`config.mk`:
```
export PLATFORM = sky130hd
export DESIGN_NAME = cpu_bus_fabric
export DESIGN_NICKNAME = d
export VERILOG_FILES = /design/src/rtl/bus_fabric_pkg.sv /design/src/rtl/bus_region_decoder.sv /design/src/rtl/cpu_bus_fabric.sv
export SDC_FILE = /design/constraint.sdc
export NUM_CORES = 1
export LEC_CHECK = 0
export ABC_CLOCK_PERIOD_IN_PS = 2300
export CAP_MARGIN = 15
export CORE_MARGIN = 8
export CORE_UTILIZATION = 40
export CTS_BUF_LIST = sky130_fd_sc_hd__clkbuf_8
export CTS_CLUSTER_DIAMETER = 200
export DETAILED_ROUTE_END_ITERATION = 16
export PLACE_DENSITY = 0.8
export REMOVE_ABC_BUFFERS = 1
export SLEW_MARGIN = 20
export SYNTH_ARGS = -nofsm -noshare
export SYNTH_HDL_FRONTEND = slang
export SYNTH_SLANG_ARGS = --single-unit
```
`constraint.sdc`:
```
create_clock -name clk30 -period 2.3 [get_ports clk30]
set_clock_uncertainty 0.1 [all_clocks]
set_input_delay 0.69 -clock clk30 [delete_from_list [all_inputs] [get_ports clk30]]
set_output_delay 0.69 -clock clk30 [all_outputs]
set_load 0.01 [all_outputs]
```
`src/rtl/bus_fabric_pkg.sv`:
```
// bus_fabric_pkg: shared state encoding, wait-code constant and region match helper for the CPU bus fabric.
package bus_fabric_pkg;

   typedef enum logic [1:0] {IDLE, ACTIVE, ACK, ERR} state_e;

   localparam logic [3:0] WAIT_EXTERNAL = 4'hF;

   function automatic logic region_hit(input logic [23:0] addr, input logic [23:0] base,
                                       input logic [23:0] mask);
      return (addr & mask) == (base & mask);
   endfunction

endpackage

```
`src/rtl/bus_region_decoder.sv`:
```
// bus_region_decoder: combinational base/mask decode of N regions; lowest matching index wins.
module bus_region_decoder
   import bus_fabric_pkg::*;
#(
   parameter int                        NUM_REGIONS = 4,
   parameter int                        IW          = 2,
   parameter logic [24*NUM_REGIONS-1:0] REGION_BASE = '0,
   parameter logic [24*NUM_REGIONS-1:0] REGION_MASK = '0
) (
   input  logic [23:0]   addr_i,
   output logic          hit_o,
   output logic [IW-1:0] idx_o
);

   always_comb begin
      hit_o = 1'b0;
      idx_o = '0;
      for (int i = NUM_REGIONS - 1; i >= 0; i--)
         if (region_hit(addr_i, REGION_BASE[24*i +: 24], REGION_MASK[24*i +: 24])) begin
            hit_o = 1'b1;
            idx_o = IW'(i);
         end
   end

endmodule

```
`src/rtl/cpu_bus_fabric.sv`:
```
// cpu_bus_fabric: SCC68070 chip-select decode, ack multiplexer and bus watchdog with error capture.
module cpu_bus_fabric
   import bus_fabric_pkg::*;
#(
   parameter int                        NUM_REGIONS = 4,
   parameter logic [24*NUM_REGIONS-1:0] REGION_BASE = '0,
   parameter logic [24*NUM_REGIONS-1:0] REGION_MASK = '0,
   parameter logic [4*NUM_REGIONS-1:0]  REGION_WAIT = {NUM_REGIONS{4'hF}},
   parameter int                        TIMEOUT     = 255
) (
   input  logic                      clk30,
   input  logic                      reset,
   input  logic                      cpu_as,
   input  logic                      cpu_uds,
   input  logic                      cpu_lds,
   input  logic                      cpu_write_strobe,
   input  logic [23:1]               cpu_addr,
   output logic [15:0]               cpu_data_in,
   output logic                      cpu_bus_ack,
   output logic                      cpu_bus_err,
   output logic [NUM_REGIONS-1:0]    slv_cs,
   input  logic [16*NUM_REGIONS-1:0] slv_dout,
   input  logic [NUM_REGIONS-1:0]    slv_ack,
   output logic [23:0]               err_addr,
   output logic                      err_is_timeout,
   output logic [7:0]                err_count
);

   localparam int IW = NUM_REGIONS > 1 ? $clog2(NUM_REGIONS) : 1;

   state_e        state_q, state_d;
   logic [IW-1:0] idx_q, idx_d, dec_idx;
   logic          hit_q, hit_d, dec_hit;
   logic          ext_q, ext_d;
   logic [3:0]    wcnt_q, wcnt_d;
   logic [9:0]    tcnt_q, tcnt_d;
   logic [23:0]   addr_q, addr_d;
   logic [15:0]   data_q, data_d;
   logic          ack_q, err_q;
   logic [23:0]   err_addr_q, err_addr_d;
   logic          err_to_q, err_to_d;
   logic [7:0]    err_cnt_q, err_cnt_d;
   logic [23:0]   addr_byte;
   logic [3:0]    reg_wait;
   logic [9:0]    tcnt_inc;
   logic          got_ack, tmo;
   logic          unused_write;

   assign unused_write = cpu_write_strobe;
   assign addr_byte    = {cpu_addr, 1'b0};
   assign reg_wait     = REGION_WAIT[dec_idx*4 +: 4];
   assign tcnt_inc     = tcnt_q + 10'd1;
   assign tmo          = tcnt_inc == 10'(TIMEOUT);
   assign got_ack      = hit_q && (ext_q ? slv_ack[idx_q] : wcnt_q == 4'd0);

   bus_region_decoder #(
      .NUM_REGIONS(NUM_REGIONS),
      .IW         (IW),
      .REGION_BASE(REGION_BASE),
      .REGION_MASK(REGION_MASK)
   ) u_dec (
      .addr_i(addr_byte),
      .hit_o (dec_hit),
      .idx_o (dec_idx)
   );

   always_comb begin
      state_d    = state_q;
      idx_d      = idx_q;
      hit_d      = hit_q;
      ext_d      = ext_q;
      wcnt_d     = wcnt_q;
      tcnt_d     = tcnt_q;
      addr_d     = addr_q;
      data_d     = data_q;
      err_addr_d = err_addr_q;
      err_to_d   = err_to_q;
      err_cnt_d  = err_cnt_q;
      case (state_q)
         IDLE:
            if (cpu_as && (cpu_uds || cpu_lds)) begin
               state_d = ACTIVE;
               idx_d   = dec_idx;
               hit_d   = dec_hit;
               ext_d   = reg_wait == WAIT_EXTERNAL;
               wcnt_d  = reg_wait;
               tcnt_d  = '0;
               addr_d  = addr_byte;
            end
         ACTIVE:
            // abort beats ack, ack beats timeout; unmapped cycles have no ack source
            if (!cpu_as) begin
               state_d = IDLE;
            end else if (got_ack) begin
               state_d = ACK;
               data_d  = slv_dout[idx_q*16 +: 16];
            end else if (!hit_q || tmo) begin
               state_d    = ERR;
               err_addr_d = addr_q;
               err_to_d   = hit_q;
               err_cnt_d  = err_cnt_q + 8'(err_cnt_q != 8'hFF);
            end else begin
               wcnt_d = wcnt_q - 4'd1;
               tcnt_d = tcnt_inc;
            end
         ACK, ERR:
            state_d = cpu_as ? state_q : IDLE;
         default:
            state_d = IDLE;
      endcase
   end

   always_ff @(posedge clk30) begin
      if (reset) begin
         state_q    <= IDLE;
         idx_q      <= '0;
         hit_q      <= 1'b0;
         ext_q      <= 1'b0;
         wcnt_q     <= '0;
         tcnt_q     <= '0;
         addr_q     <= '0;
         data_q     <= '0;
         ack_q      <= 1'b0;
         err_q      <= 1'b0;
         err_addr_q <= '0;
         err_to_q   <= 1'b0;
         err_cnt_q  <= '0;
      end else begin
         state_q    <= state_d;
         idx_q      <= idx_d;
         hit_q      <= hit_d;
         ext_q      <= ext_d;
         wcnt_q     <= wcnt_d;
         tcnt_q     <= tcnt_d;
         addr_q     <= addr_d;
         data_q     <= data_d;
         ack_q      <= state_d == ACK;
         err_q      <= state_d == ERR;
         err_addr_q <= err_addr_d;
         err_to_q   <= err_to_d;
         err_cnt_q  <= err_cnt_d;
      end
   end

   // selects drop outside ACTIVE so toggle-style slaves see a clean deselect
   assign slv_cs         = (state_q == ACTIVE && hit_q) ? NUM_REGIONS'(1) << idx_q : '0;
   assign cpu_data_in    = data_q;
   assign cpu_bus_ack    = ack_q;
   assign cpu_bus_err    = err_q;
   assign err_addr       = err_addr_q;
   assign err_is_timeout = err_to_q;
   assign err_count      = err_cnt_q;

endmodule

```
==> metrics.txt, run 1 <==
fin crit period approximately 2400 ps; CP Data Arrival Time 2580 ps; post-route insts no fill between 600 and 700; met1 global-route usage 0.172; DR DRC count 0; Psw 700 uW; vias in the first global route between 3k and 4k; Pre-antenna DRT Iters 4; Final Cell Area 5160 um2; Pleak 1.87 nW; Routed Antenna Nets 0; NumNets Final 640; Crit Path Max Fanout 19; Die Y 111 um; via/cell ratio 5.15; synthesized cell area approximately 3600 um2; Initial Util 0.411; H-tree Lvls 3; post-synthesis cell count 420; crit path capture type register; RSZ-0062 raised after global routing yes; commonest register cell after synthesis dfxtp_1; total track usage 0.160; crit start category register; fmax 410 MHz; DP Area 4820 um2; number of synthesized flops with an enable pin 0; Starting DRT DRC Count 163; clk buf depth 2; sequential fraction of design power 0.535; clock sinks 86; GPL Wtd Cong 0.883; Sw Ratio 0.242; Req. time, crit path roughly 2400 ps; failing checks setup timing; Synth cell types 48; aggregate global routing overflow 0; crit share post-route 1.06; worst vdd ir 0.398 mV; TritonCTS buffer count 9; max-slew violation count 0; GRT met3 Usage 0.0601; first-pass GRT wire length ~17000 um; setup ws final -138 ps; largest net degree at the start of global routing 80; max-cap viol count 0; Clock Latency Late Sink 350 ps; row count 34; n_diodes 0; internal cell power 2.19 mW; DR WL/cell 15.4 um; clock root cell clkbuf_8; Hold Vio Cnt, Final 0; CTS clk-pin slew, worst paths roughly 90 ps; die width around 110 um; FF+latch count, synth 86; Ports 152; routed via count around 3.4k; worst slack, placed -627 ps; fin util 0.592; synth-to-layout area growth 43.8%; Seq/Total Area, Yosys 0.480; Die Area 12300 um2; Comb power frac 0.103; syn avg cell area 8.54 um2; Hold WS 357 ps; share of cells above drive strength 1 0.154; Hold Crit Class register to register; dpl cells 632; Placeable Area 8720 um2; Final setup viols 34; Clock power frac 0.362; CP Class register to register; FFs w/ async S/R, synth 0; met2 Track Usage GR 0.267; status finished, violations left; Yosys Warn Count 0; hpwl dp 6910 um; Routed WL ~10000 um; CTS tree done; Power Density 560 nW/um2; Top Usage Layer GRT met2; initial antenna violation count 0; filler instances 770; PortBufs 95
## synthesized netlist by cell type (all sizes together) (2+ instances only)
cell type,instances,area (um2)
nand2,93,349
dfxtp,86,1720
a21oi,49,245
nor2,40,150
mux2i,26,260
clkbuf,15,56.3
buf,13,114
inv,7,26.3
nor2b,7,43.8
nand4,6,37.5
or3,6,37.5
and3,5,31.3
nand3,5,30.0
and2,4,25.0
ha,4,50.1
mux2,4,45.0
nand3b,4,30.0
nor3,4,20.0
o21ai,4,20.0
or2,4,25.0
a31o,3,26.3
a31oi,3,18.8
nor3b,3,22.5
o211ai,3,22.5
a21bo,2,20.0
a21boi,2,15.0
nand2b,2,12.5
nor4,2,12.5
o221ai,2,17.5
o22ai,2,12.5
## path summary, 6_finish.rpt
path	start	to	slack (ps)	cells past startpoint
worst max-delay path	tcnt_q[1]	err_addr[2]	-140	8
worst min-delay path	addr_q[12]	addr_q[12]	360	2
worst max register to register	tcnt_q[1]	err_addr[2]	-140	8
worst min register to register	addr_q[12]	addr_q[12]	360	2
## state kept, by name, summed over array words and instances, names as in the netlist
| name | cells |
|---|---|
| err_count | 8 |
| cpu_bus_ack | 1 |
| cpu_data_in | 16 |
| cpu_bus_err | 1 |
| ext_q | 1 |
| err_addr | 23 |
| state_q | 2 |
| err_is_timeout | 1 |
| addr_q | 23 |
| tcnt_q | 10 |
## repair_timing
item                                    in CTS  in global routing
endpoints found under the setup margin      39                 40
resized for setup                           26                  8
hold buffers                                 0                  0
buffers inserted                             2                  1
cloned                                       1                  0
pin swaps                                    4                  3
## final cells by class
| class | instances | area (um2) | share of cell area |
|---|---|---|---|
| timing repair buffer | 132 | 1290 | 0.251 |
| clock inverter | 7 | 75.1 | 0.0146 |
| inverter | 7 | 26.3 | 0.00509 |
| multi-input combinational | 303 | 1780 | 0.344 |
| clock buffer | 9 | 124 | 0.0240 |
| sequential | 86 | 1730 | 0.335 |
| tap | 108 | 135 | 0.0262 |
## cells by family (layout without fill, tap and decap cells)
| family | after synthesis | count (layout) | synth area share |
|---|---|---|---|
| compound gates | 76 | 77 | 0.128 |
| xor+xnor | 1 | 1 | 0.00244 |
| fa+ha+maj | 4 | 4 | 0.0139 |
| buf+inv | 35 | 155 | 0.0547 |
| flops | 86 | 86 | 0.480 |
| mux | 30 | 30 | 0.0851 |
| other cells | 1 | 4 | 0.00105 |
| simple gates | 187 | 187 | 0.235 |
## cell usage in the layout (no fill, tap or decap), drive strengths merged, types with 5 or more instances in the layout
cell type       n
or3             6
buf            38
nand2          93
nor2           40
nand4           6
mux2i          26
nand3           5
nor2b           7
dfxtp          86
clkdlybuf4s50  92
and3            5
inv             9
clkbuf          9
a21oi          49
## per-stage QoR
step                      power, mW  TNS, ps
final                          2.89    -2770
after global routing           3.03    -5050
after CTS                      2.93     -243
after detailed placement       1.87   -23890
after global placement         1.86   -20530
after floorplan                1.68   -20830
## power groups by stage
stage	registers (mW)	logic [mW]	clock network (mW)
detailed placement	1.58	0.287	0
global route	1.55	0.324	1.15
floorplan	1.58	0.0976	0
finish	1.55	0.297	1.05
global placement	1.58	0.281	0
CTS	1.55	0.296	1.09
## per-layer routing
metal / vias up / share of wire
met2: 99 / 0.49
met5: - / 0
met3: 23 / 0.066
met1: 1577 / 0.41
met4: 0 / 0.031
li1: 1657 / -
## critical path: stages, from the launching register on
cell,delay [ps]
dfxtp_2,340
buf_6,120
a21bo_1,200
a2111o_1,440
a2111oi_4,380
a21o_4,250
buf_12,190
mux2i_2,230
nor2_1,70
Note: power is estimated with default switching activity, not from simulation.
==> inputs of run 2 (changes only) <==
Settings changed: CORE_UTILIZATION 40 to 50, DONT_BUFFER_PORTS from default to 1, HOLD_SLACK_MARGIN from default to 0.05, PLACE_DENSITY 0.8 to 0.69.
==> run 2 against run 1 <==
  * The run still ends with setup timing left
  * Worst hold slack worse by 73 ps
  * Combinational power down 46%
  * Critical path depth unchanged
  * Sequential power about the same
  * Total power down 7.0%
  * Clock-buffer cell count unchanged
  * Clock power down 7%
==> metrics.txt, run 2 (synthesis gave the netlist of run 1 again) <==
DR DRC count 0 (unchanged); crit start category register (unchanged); CP startpoint tcnt_q[1] (unchanged); first-pass GRT wire length 13300 um (was 16600 um); most frequent cells in the layout nand2_1 (93), dfxtp_1 (84), a21oi_1 (49) (was nand2_1 (93), clkdlybuf4s50_1 (92), dfxtp_1 (81)); area of the multi-input gates 1740 um2 (was 1780 um2); Routed WL 8250 um (was 10000 um); Hold Crit Class input port to register (was register to register); status finished, violations left (unchanged); Final Cell Area 4110 um2 (was 5160 um2); Psw 687 uW (was 700 uW); CTS tree done (unchanged); clock sinks 86 (unchanged); fin crit period 2390 ps (was 2440 ps); Pre-antenna DRT Iters 4 (unchanged); HP Start reset (was addr_q[12]); sequential fraction of design power 0.575 (was 0.535); Initial Util 0.506 (was 0.411); CTS clk-pin slew, worst paths 100 ps (was 90 ps); Starting DRT DRC Count 125 (was 163); Hold Vio Cnt, Final 0 (unchanged); Die Y 101 um (was 111 um); via/cell ratio 5.33 (was 5.15); total power 2.69 mW (was 2.89 mW); max-slew violation count 0 (unchanged); die width 101 um (was 111 um); Die Area 10100 um2 (was 12300 um2); clk buf depth 2 (unchanged); fin util 0.579 (was 0.592); Reg2Reg Setup Slack -90 ps (was -140 ps); CP Data Arrival Time 2540 ps (was 2580 ps); NumNets Final 541 (was 640); TritonCTS buffer count 9 (unchanged); share of cells above drive strength 1 0.157 (was 0.154); synth-to-layout area growth 14.6% (was 43.8%); Comb power frac 0.060 (was 0.103); Final setup viols 26 (was 34); clock root cell clkbuf_8 (unchanged); Reg2Reg Depth 8 (unchanged); setup ws final -92.0 ps (was -138 ps); filler instances 659 (was 770); total track usage 0.164 (was 0.160); RSZ-0062 raised after global routing yes (unchanged); Top Usage Layer GRT met2 (unchanged); GRT met3 Usage 0.0718 (was 0.0601); Power Density 654 nW/um2 (was 560 nW/um2); hpwl dp 5810 um (was 6910 um); DP Area 3830 um2 (was 4820 um2); Worst R2R Start tcnt_q[1] (unchanged); row count 31 (was 34); Routed Antenna Nets 0 (unchanged); WHS Path Cells 1 (was 2); crit share post-route 1.04 (was 1.06); Sw Ratio 0.256 (was 0.242); post-route insts no fill 544 (was 652); FF-to-FF End err_count[6] (was err_addr[2]); Clock power frac 0.365 (was 0.362); worst slack, placed -198 ps (was -627 ps); Placeable Area 7100 um2 (was 8720 um2); internal cell power 2.00 mW (was 2.19 mW); Pleak 1.48 nW (was 1.87 nW); Req. time, crit path 2450 ps (was 2440 ps); n_diodes 0 (unchanged); vias in the first global route 2788 (was 3467); crit path capture type register (unchanged); max-cap viol count 0 (unchanged); dpl cells 524 (was 632); Crit Path Max Fanout 5 (was 19); largest net degree at the start of global routing 81 (was 80); Clock Latency Late Sink 350 ps (about the same); worst vdd ir 0.384 mV (was 0.398 mV); most common cell after layout, fill and taps aside nand2_1 (unchanged); Hold EP addr_q[7] (was addr_q[12]); initial antenna violation count 0 (unchanged); flip-flop and latch area 1720 um2 (was 1730 um2); H-tree Lvls 3 (unchanged); routed via count 2899 (was 3356); met2 Track Usage GR 0.265 (was 0.267); failing checks setup timing (unchanged); Hold WS 284 ps (was 357 ps); Ports 152 (unchanged); PortBufs 0 (was 95); DR WL/cell 15.2 um (was 15.4 um); Fin Setup TNS -476 ps (was -2770 ps); aggregate global routing overflow 0 (unchanged); fmax 418 MHz (was 410 MHz); CP Class register to register (unchanged); met1 global-route usage 0.186 (was 0.172); GPL Wtd Cong 0.851 (was 0.883)
## run 2: changes by cell type in the layout (fill, tap and decap cells not counted), moves of 2 or more
cell | previous run | this run
dfxtp_2 | 5 | 2
and3_1 | 3 | 5
dlygate4sd2_1 | 2 | 0
clkdlybuf4s50_1 | 92 | 0
o21ai_2 | 2 | 0
buf_6 | 6 | 4
and3_4 | 2 | 0
dfxtp_1 | 81 | 84
clkinv_4 | 2 | 0
## run 2: area by class of cell
class                   instances  share of cell area
inverters                       7             0.00639
repair buffers                 34              0.0779
clock buffers                   9              0.0301
multi-input cells             302               0.423
flip-flops and latches         86               0.419
well taps                      99              0.0301
clock inverters                 7              0.0137
## run 2: worst max-delay path: stages, from the launching register on
cell	delay, ps
dfxtp_2	340
buf_6	120
a21bo_1	190
a2111o_1	420
a2111oi_4	290
a21o_2	250
buf_12	140
nand4_1	120
mux2_4	310
## run 2: power by group through the flow
stage | Sequential [mW] | Clock, mW | Combinational [mW]
floorplan | 1.58 | 0 | 0.0976
global placement | 1.58 | 0 | 0.155
detailed placement | 1.58 | 0 | 0.159
CTS | 1.55 | 1.01 | 0.162
global route | 1.55 | 1.07 | 0.181
finish | 1.55 | 0.981 | 0.161
## run 2: per-layer routing
metal | vias up | part of all wire
met5 | - | 0
met4 | 0 | 0.015
met3 | 13 | 0.11
met2 | 88 | 0.46
met1 | 1345 | 0.41
li1 | 1453 | -
## run 2: worst max path at each step
| stage | endpoint | slack [ps] | depth (start not counted) |
|---|---|---|---|
| 2_1_floorplan | err_count[7] | -930 | 7 |
| 3_3_place_gp | tcnt_q[3] | -170 | 9 |
| 3_5_place_dp | tcnt_q[3] | -200 | 9 |
| 4_1_cts | err_count[6] | -180 | 8 |
| 5_1_grt | err_count[6] | -190 | 8 |
| 6_report | err_count[6] | -90 | 8 |
## run 2: what timing repair did
item                                   in CTS  in global routing
hold buffers                                0                  0
resized for setup                          12                  7
setup endpoints to repair                  37                 37
setup buffers                               4                  0
pin swaps                                   3                  3
endpoints found under the hold margin       0                  0
